===== config.mk =====
export PLATFORM = sky130hd
export DESIGN_NAME = cnt_disp
export DESIGN_NICKNAME = d
export VERILOG_FILES = /design/src/rtl/cnt_disp_pkg.sv /design/src/rtl/cnt_disp_seg7_enc.sv /design/src/rtl/cnt_disp.sv
export SDC_FILE = /design/constraint.sdc
export NUM_CORES = 1
export LEC_CHECK = 0
export CAP_MARGIN = 10
export CELL_PAD_IN_SITES_DETAIL_PLACEMENT = 1
export CELL_PAD_IN_SITES_GLOBAL_PLACEMENT = 1
export CORE_AREA = 2 2 90 92
export CTS_BUF_LIST = sky130_fd_sc_hd__clkbuf_8
export CTS_CLUSTER_SIZE = 28
export DETAILED_ROUTE_END_ITERATION = 10
export DIE_AREA = 0 0 92 94
export PLACE_DENSITY = 0.65
export SLEW_MARGIN = 0
export SYNTH_ARGS = -nofsm -noshare
export SYNTH_HDL_FRONTEND = slang
export SYNTH_SLANG_ARGS = --single-unit

===== constraint.sdc =====
create_clock -name clk -period 3.9 [get_ports clk]
set_clock_uncertainty 0.15 [all_clocks]
set_input_delay 0.78 -clock clk [delete_from_list [all_inputs] [get_ports clk]]
set_output_delay 0.78 -clock clk [all_outputs]
set_load 0.01 [all_outputs]

===== src/rtl/cnt_disp_pkg.sv =====
// Shared constants for the signed-count display: segment patterns, internal digit codes and
// the default refresh divider.
package cnt_disp_pkg;

  localparam int unsigned REFRESH_DIV_DEF = 1000;

  // Internal digit codes beyond 0..9
  localparam logic [3:0] CODE_MINUS = 4'd10;
  localparam logic [3:0] CODE_BLANK = 4'd15;

  // Active-low segment patterns, bit order {g,f,e,d,c,b,a}
  localparam logic [6:0] SEG_0     = 7'b1000000;
  localparam logic [6:0] SEG_1     = 7'b1111001;
  localparam logic [6:0] SEG_2     = 7'b0100100;
  localparam logic [6:0] SEG_3     = 7'b0110000;
  localparam logic [6:0] SEG_4     = 7'b0011001;
  localparam logic [6:0] SEG_5     = 7'b0010010;
  localparam logic [6:0] SEG_6     = 7'b0000010;
  localparam logic [6:0] SEG_7     = 7'b1111000;
  localparam logic [6:0] SEG_8     = 7'b0000000;
  localparam logic [6:0] SEG_9     = 7'b0010000;
  localparam logic [6:0] SEG_MINUS = 7'b0111111;
  localparam logic [6:0] SEG_BLANK = 7'b1111111;

  // Decimal wrap counter step, 9 rolls over to 0
  function automatic logic [3:0] wrap_inc(input logic [3:0] v);
    return (v == 4'd9) ? 4'd0 : v + 4'd1;
  endfunction

endpackage


===== src/rtl/cnt_disp_seg7_enc.sv =====
// Combinational decoder from a 4-bit internal digit code to an active-low 7-segment pattern.
module seg7_enc
  import cnt_disp_pkg::*;
(
  input  logic [3:0] code_i,
  output logic [6:0] seg_o
);

  // Codes 11..14 are unused and render blank like CODE_BLANK
  always_comb begin
    seg_o = SEG_BLANK;
    unique case (code_i)
      4'd0:       seg_o = SEG_0;
      4'd1:       seg_o = SEG_1;
      4'd2:       seg_o = SEG_2;
      4'd3:       seg_o = SEG_3;
      4'd4:       seg_o = SEG_4;
      4'd5:       seg_o = SEG_5;
      4'd6:       seg_o = SEG_6;
      4'd7:       seg_o = SEG_7;
      4'd8:       seg_o = SEG_8;
      4'd9:       seg_o = SEG_9;
      CODE_MINUS: seg_o = SEG_MINUS;
      default:    seg_o = SEG_BLANK;
    endcase
  end

endmodule


===== src/rtl/cnt_disp.sv =====
// Four-digit multiplexed display of a signed 5-bit sample: sign, tens, ones, and a decimal
// counter of +7 -> 0 wraps seen in the captured sample stream.
module cnt_disp
  import cnt_disp_pkg::*;
#(
  parameter int unsigned REFRESH_DIV = REFRESH_DIV_DEF
) (
  input  logic       clk,
  input  logic       rst_n,
  input  logic [4:0] in_num,
  input  logic       in_vld,
  input  logic       hold,
  output logic [6:0] seg,
  output logic [3:0] an,
  output logic       dp
);

  localparam logic [15:0] PRESC_MAX = 16'(REFRESH_DIV - 1);

  logic        cap, cap_q;
  logic [4:0]  samp_q, prev_q;
  logic [3:0]  wrap_q, wrap_cur;
  logic        wrap_evt;
  logic [15:0] presc_q, presc_d;
  logic [1:0]  idx_q, idx_d;
  logic [4:0]  mag;
  logic        tens;
  logic [3:0]  ones;
  logic [3:0]  dig_code;
  logic [6:0]  seg_d, seg_q;
  logic [3:0]  an_d, an_q;
  logic        dp_d, dp_q;

  assign cap = in_vld & ~hold;

  // The wrap is resolved the cycle after the capture from prev/samp; wrap_cur is the
  // architectural count, so the display sees the increment with no extra delay.
  assign wrap_evt = cap_q && (prev_q == 5'd7) && (samp_q == 5'd0);
  assign wrap_cur = wrap_evt ? wrap_inc(wrap_q) : wrap_q;

  // Sample history and wrap counter
  always_ff @(posedge clk or negedge rst_n) begin
    if (!rst_n) begin
      samp_q <= '0;
      prev_q <= '0;
      cap_q  <= 1'b0;
      wrap_q <= '0;
    end else begin
      cap_q  <= cap;
      wrap_q <= wrap_cur;
      if (cap) begin
        samp_q <= in_num;
        prev_q <= samp_q;
      end
    end
  end

  // Prescaler and digit index next state; index steps 3->2->1->0->3
  always_comb begin
    presc_d = presc_q + 16'd1;
    idx_d   = idx_q;
    if (presc_q == PRESC_MAX) begin
      presc_d = '0;
      idx_d   = idx_q - 2'd1;
    end
  end

  // Scan state registers
  always_ff @(posedge clk or negedge rst_n) begin
    if (!rst_n) begin
      presc_q <= '0;
      idx_q   <= 2'd3;
    end else begin
      presc_q <= presc_d;
      idx_q   <= idx_d;
    end
  end

  // Magnitude and decimal split; -16 yields 16 in the 5-bit unsigned result
  always_comb begin
    mag  = samp_q[4] ? (~samp_q + 5'd1) : samp_q;
    tens = (mag >= 5'd10);
    ones = tens ? 4'(mag - 5'd10) : mag[3:0];
  end

  // Digit content for the currently selected position
  always_comb begin
    dig_code = CODE_BLANK;
    unique case (idx_q)
      2'd3: dig_code = samp_q[4] ? CODE_MINUS : CODE_BLANK;
      2'd2: dig_code = tens ? 4'd1 : CODE_BLANK;
      2'd1: dig_code = ones;
      2'd0: dig_code = wrap_cur;
      default: dig_code = CODE_BLANK;
    endcase
  end

  seg7_enc u_seg7_enc (
    .code_i (dig_code),
    .seg_o  (seg_d)
  );

  assign an_d = ~(4'b0001 << idx_q);
  assign dp_d = ~((idx_q == 2'd0) && hold);

  // Registered display drive
  always_ff @(posedge clk or negedge rst_n) begin
    if (!rst_n) begin
      seg_q <= SEG_BLANK;
      an_q  <= 4'b1111;
      dp_q  <= 1'b1;
    end else begin
      seg_q <= seg_d;
      an_q  <= an_d;
      dp_q  <= dp_d;
    end
  end

  assign seg = seg_q;
  assign an  = an_q;
  assign dp  = dp_q;

endmodule


==> flow_metrics.tcl <==
set metrics [dict create \
    ys_warn_count 0 \
    synth.area.top_cells "dfrtp_1, dfstp_2, xnor2_1" \
    rr_startpoint "samp_q[1]" \
    utilization_pct 35.4 \
    wl_per_cell_um 13.7 \
    rsz0062_at_grt "no" \
    grt_pass1_vias 1699 \
    fillers 856 \
    antenna_found_initial 0 \
    die_h_um 94 \
    outcome "finished, final reports clean" \
    cts-root-buf "clkbuf_8" \
    cp-end-kind "flop" \
    p_clk_share_pct 36.5 \
    hp-start "presc_q[15]" \
    cts_buffer_depth 2 \
    hold_path_depth 1 \
    yosysUniqueCellTypes 45 \
    ioPinCount 21 \
    first_iter_violations 32 \
    die_w_um 92 \
    rows 32 \
    ir_worst_vdd_mv 0.112 \
    yosysMostFrequentCell "dfrtp_1" \
    coreArea_um2 7610 \
    startpoint "samp_q[1]" \
    internal-power_mw 0.755 \
    seqCellArea_um2 1140 \
    route.detailed.drc 0 \
    synth-seq-cells 45 \
    drive_gt1_share_pct 16.2 \
    h-tree-depth 2 \
    grt_max_degree 46 \
    criticalPathCategory "flop to flop" \
    nNetsFinal 247 \
    dp.cells 322 \
    synth_top_area_cell "dfrtp_1" \
    synth-edff-count 0 \
    syn2layout_area_growth_pct 19.0 \
    synth_area_um2 2260 \
    die_area_um2 8650 \
    n_antenna_cell 0 \
    antenna_left 0 \
    worstRegToRegCells 12 \
    post-route-period-util_pct 88.6 \
    initial_utilization_pct 29.8 \
    power_mw 1.01 \
    switching_power_mw 0.254 \
    hold_path_class "flop to flop" \
    relSlewSlack_pct 33.0 \
    final_max_slew_viol_count 0 \
    hold_buffers 0 \
    insertion_delay_ps 300 \
    max_cap_viol_count 0 \
    clk_pin_slew_worst_paths_ps 90 \
    grt_usage_pct 11.6 \
    cts_buffers 5 \
    grt_remaining_overflow 0 \
    dr.pass1.iters 4 \
    finalNonFillerCells 330 \
    fmax_ghz 0.290 \
    synth_area_per_cell_um2 11.1 \
    synth_commonest_cells "dfrtp_1, nand2_1, xnor2_1" \
    cts_sinks 45 \
    crit_fanout 12 \
    hpwl_mm 3.26 \
    r2r_end "seg[0]" \
    power_frac_seq_pct 51.3 \
    cts_setup_buffers 0 \
    seq_area_frac_synth_pct 50.5 \
    cts_resized 0 \
    worstHoldEndpoint "presc_q[15]" \
    postSynthCellCount 204 \
    yosys.area.top_type_share_pct 34.3 \
    worstMarginPinSlew_ps 1000 \
    place.gp.congestion 0.757 \
    tritoncts "yes" \
    synthFlopType "dfrtp_1" \
    pwr-share-comb_pct 12.1 \
    power.leakage_nw 1.14 \
    post-route-min-period_ps 3450 \
    async_reset_ff_share_pct 100 \
    vias_per_cell 4.77 \
    critPathRequiredTime_ps 3960 \
    drt-total-wl_mm 4.51 \
    io_buffers 20 \
    startpoint_type "flop" \
    syn-num-nets 224 \
    grt_pass1_wl_mm 7.98 \
    multi_input_area_um2 1040 \
    fin_tns_setup_ps 0 \
    cp.arrival_ps 3510 \
    ff2ff_setup_slack_ps 450 \
    finalSetupViolations 0 \
    final-hold-violation-count 0 \
    num_vias 1575 \
    p_sw_share_pct 25.2 \
    power.density_nw_per_um2 375 \
]
[worst max-delay path: stages (launching register included)]
cell and delay, ps:
dfrtp_1 440, inv_1 120, ha_1 260, nor2b_1 150, xnor2_1 100, ha_1 250, o2bb2ai_1 130, nor3_1 220
a22oi_1 160, a21o_1 300, o41ai_4 700, a21o_1 280, o211ai_1 110
[through the flow]
stage | setup WS (ps) | hold WS [ps] | area, um2
3_3_place_gp | 592 | 310 | 2580
3_5_place_dp | 477 | 320 | 2580
5_1_grt | 113 | 349 | 2690
4_1_cts | 445 | 338 | 2690
6_report | 446 | 324 | 2690
2_1_floorplan | 946 | 289 | 2260
[worst max path at each step]
stage	endpoint	slack [ps]	depth (start not counted)
floorplan	seg[6]	950	13
global placement	seg[3]	590	12
detailed placement	seg[3]	480	12
finish	seg[0]	450	12
global route	seg[0]	110	12
CTS	seg[3]	440	12
[power groups by stage]
| stage | registers [mW] | logic, mW | clock network (mW) |
|---|---|---|---|
| after global routing | 0.524 | 0.137 | 0.402 |
| after global placement | 0.527 | 0.121 | 0 |
| final | 0.518 | 0.122 | 0.369 |
| after CTS | 0.519 | 0.125 | 0.383 |
| after detailed placement | 0.527 | 0.123 | 0 |
| after floorplan | 0.513 | 0.0940 | 0 |
[metal layers]
layer / vias to the layer above / share of wire (%) / global-route usage, %
li1: 760 / - / -
met1: 795 / 47 / 14.6
met2: 13 / 49 / 19.5
met3: 7 / 3.0 / 2.81
met4: 0 / 1.5 / 4.10
met5: - / 0 / 0
[placed cells by master, fill, tap and decap left out, types with 3 or more instances in the layout]
| master | n |
|---|---|
| o21ai_0 | 8 |
| mux2_2 | 8 |
| dfrtp_1 | 31 |
| nor2_1 | 11 |
| clkbuf_8 | 6 |
| nor3_1 | 5 |
| a221o_1 | 3 |
| nand4_1 | 3 |
| nor2b_1 | 4 |
| nor4_1 | 3 |
| nand3_1 | 10 |
| xnor2_1 | 16 |
| dfstp_2 | 14 |
| clkdlybuf4s50_1 | 19 |
| xor2_1 | 5 |
| nand2_1 | 16 |
| o211ai_1 | 3 |
| ha_1 | 11 |
| a21oi_1 | 3 |
| and3_1 | 5 |
| inv_1 | 15 |
[state kept, by name, indices dropped and copies added (netlist names)]
name,cells
cap_q,1
dp,1
seg,7
wrap_q,4
idx_q,2
presc_q,16
samp_q,5
an,4
prev_q,5
[area by class of cell]
class,instances,share of cell area [%]
inverter,14,1.95
timing repair buffer,22,7.80
clock inverter,2,1.25
sequential,45,42.5
multi-input combinational,139,38.7
tap,102,4.74
clock buffer,6,3.07
[cells by family after synthesis]
group / synth area share (%)
AND/OR/NAND/NOR: 16.2
flip-flops: 50.5
AO/OA/AOI/OAI: 11.2
XOR/XNOR: 8.12
buffers and inverters: 3.43
adder cells (fa/ha/maj): 6.08
multiplexers: 4.42
No activity file was read; power rests on OpenSTA's default activity.
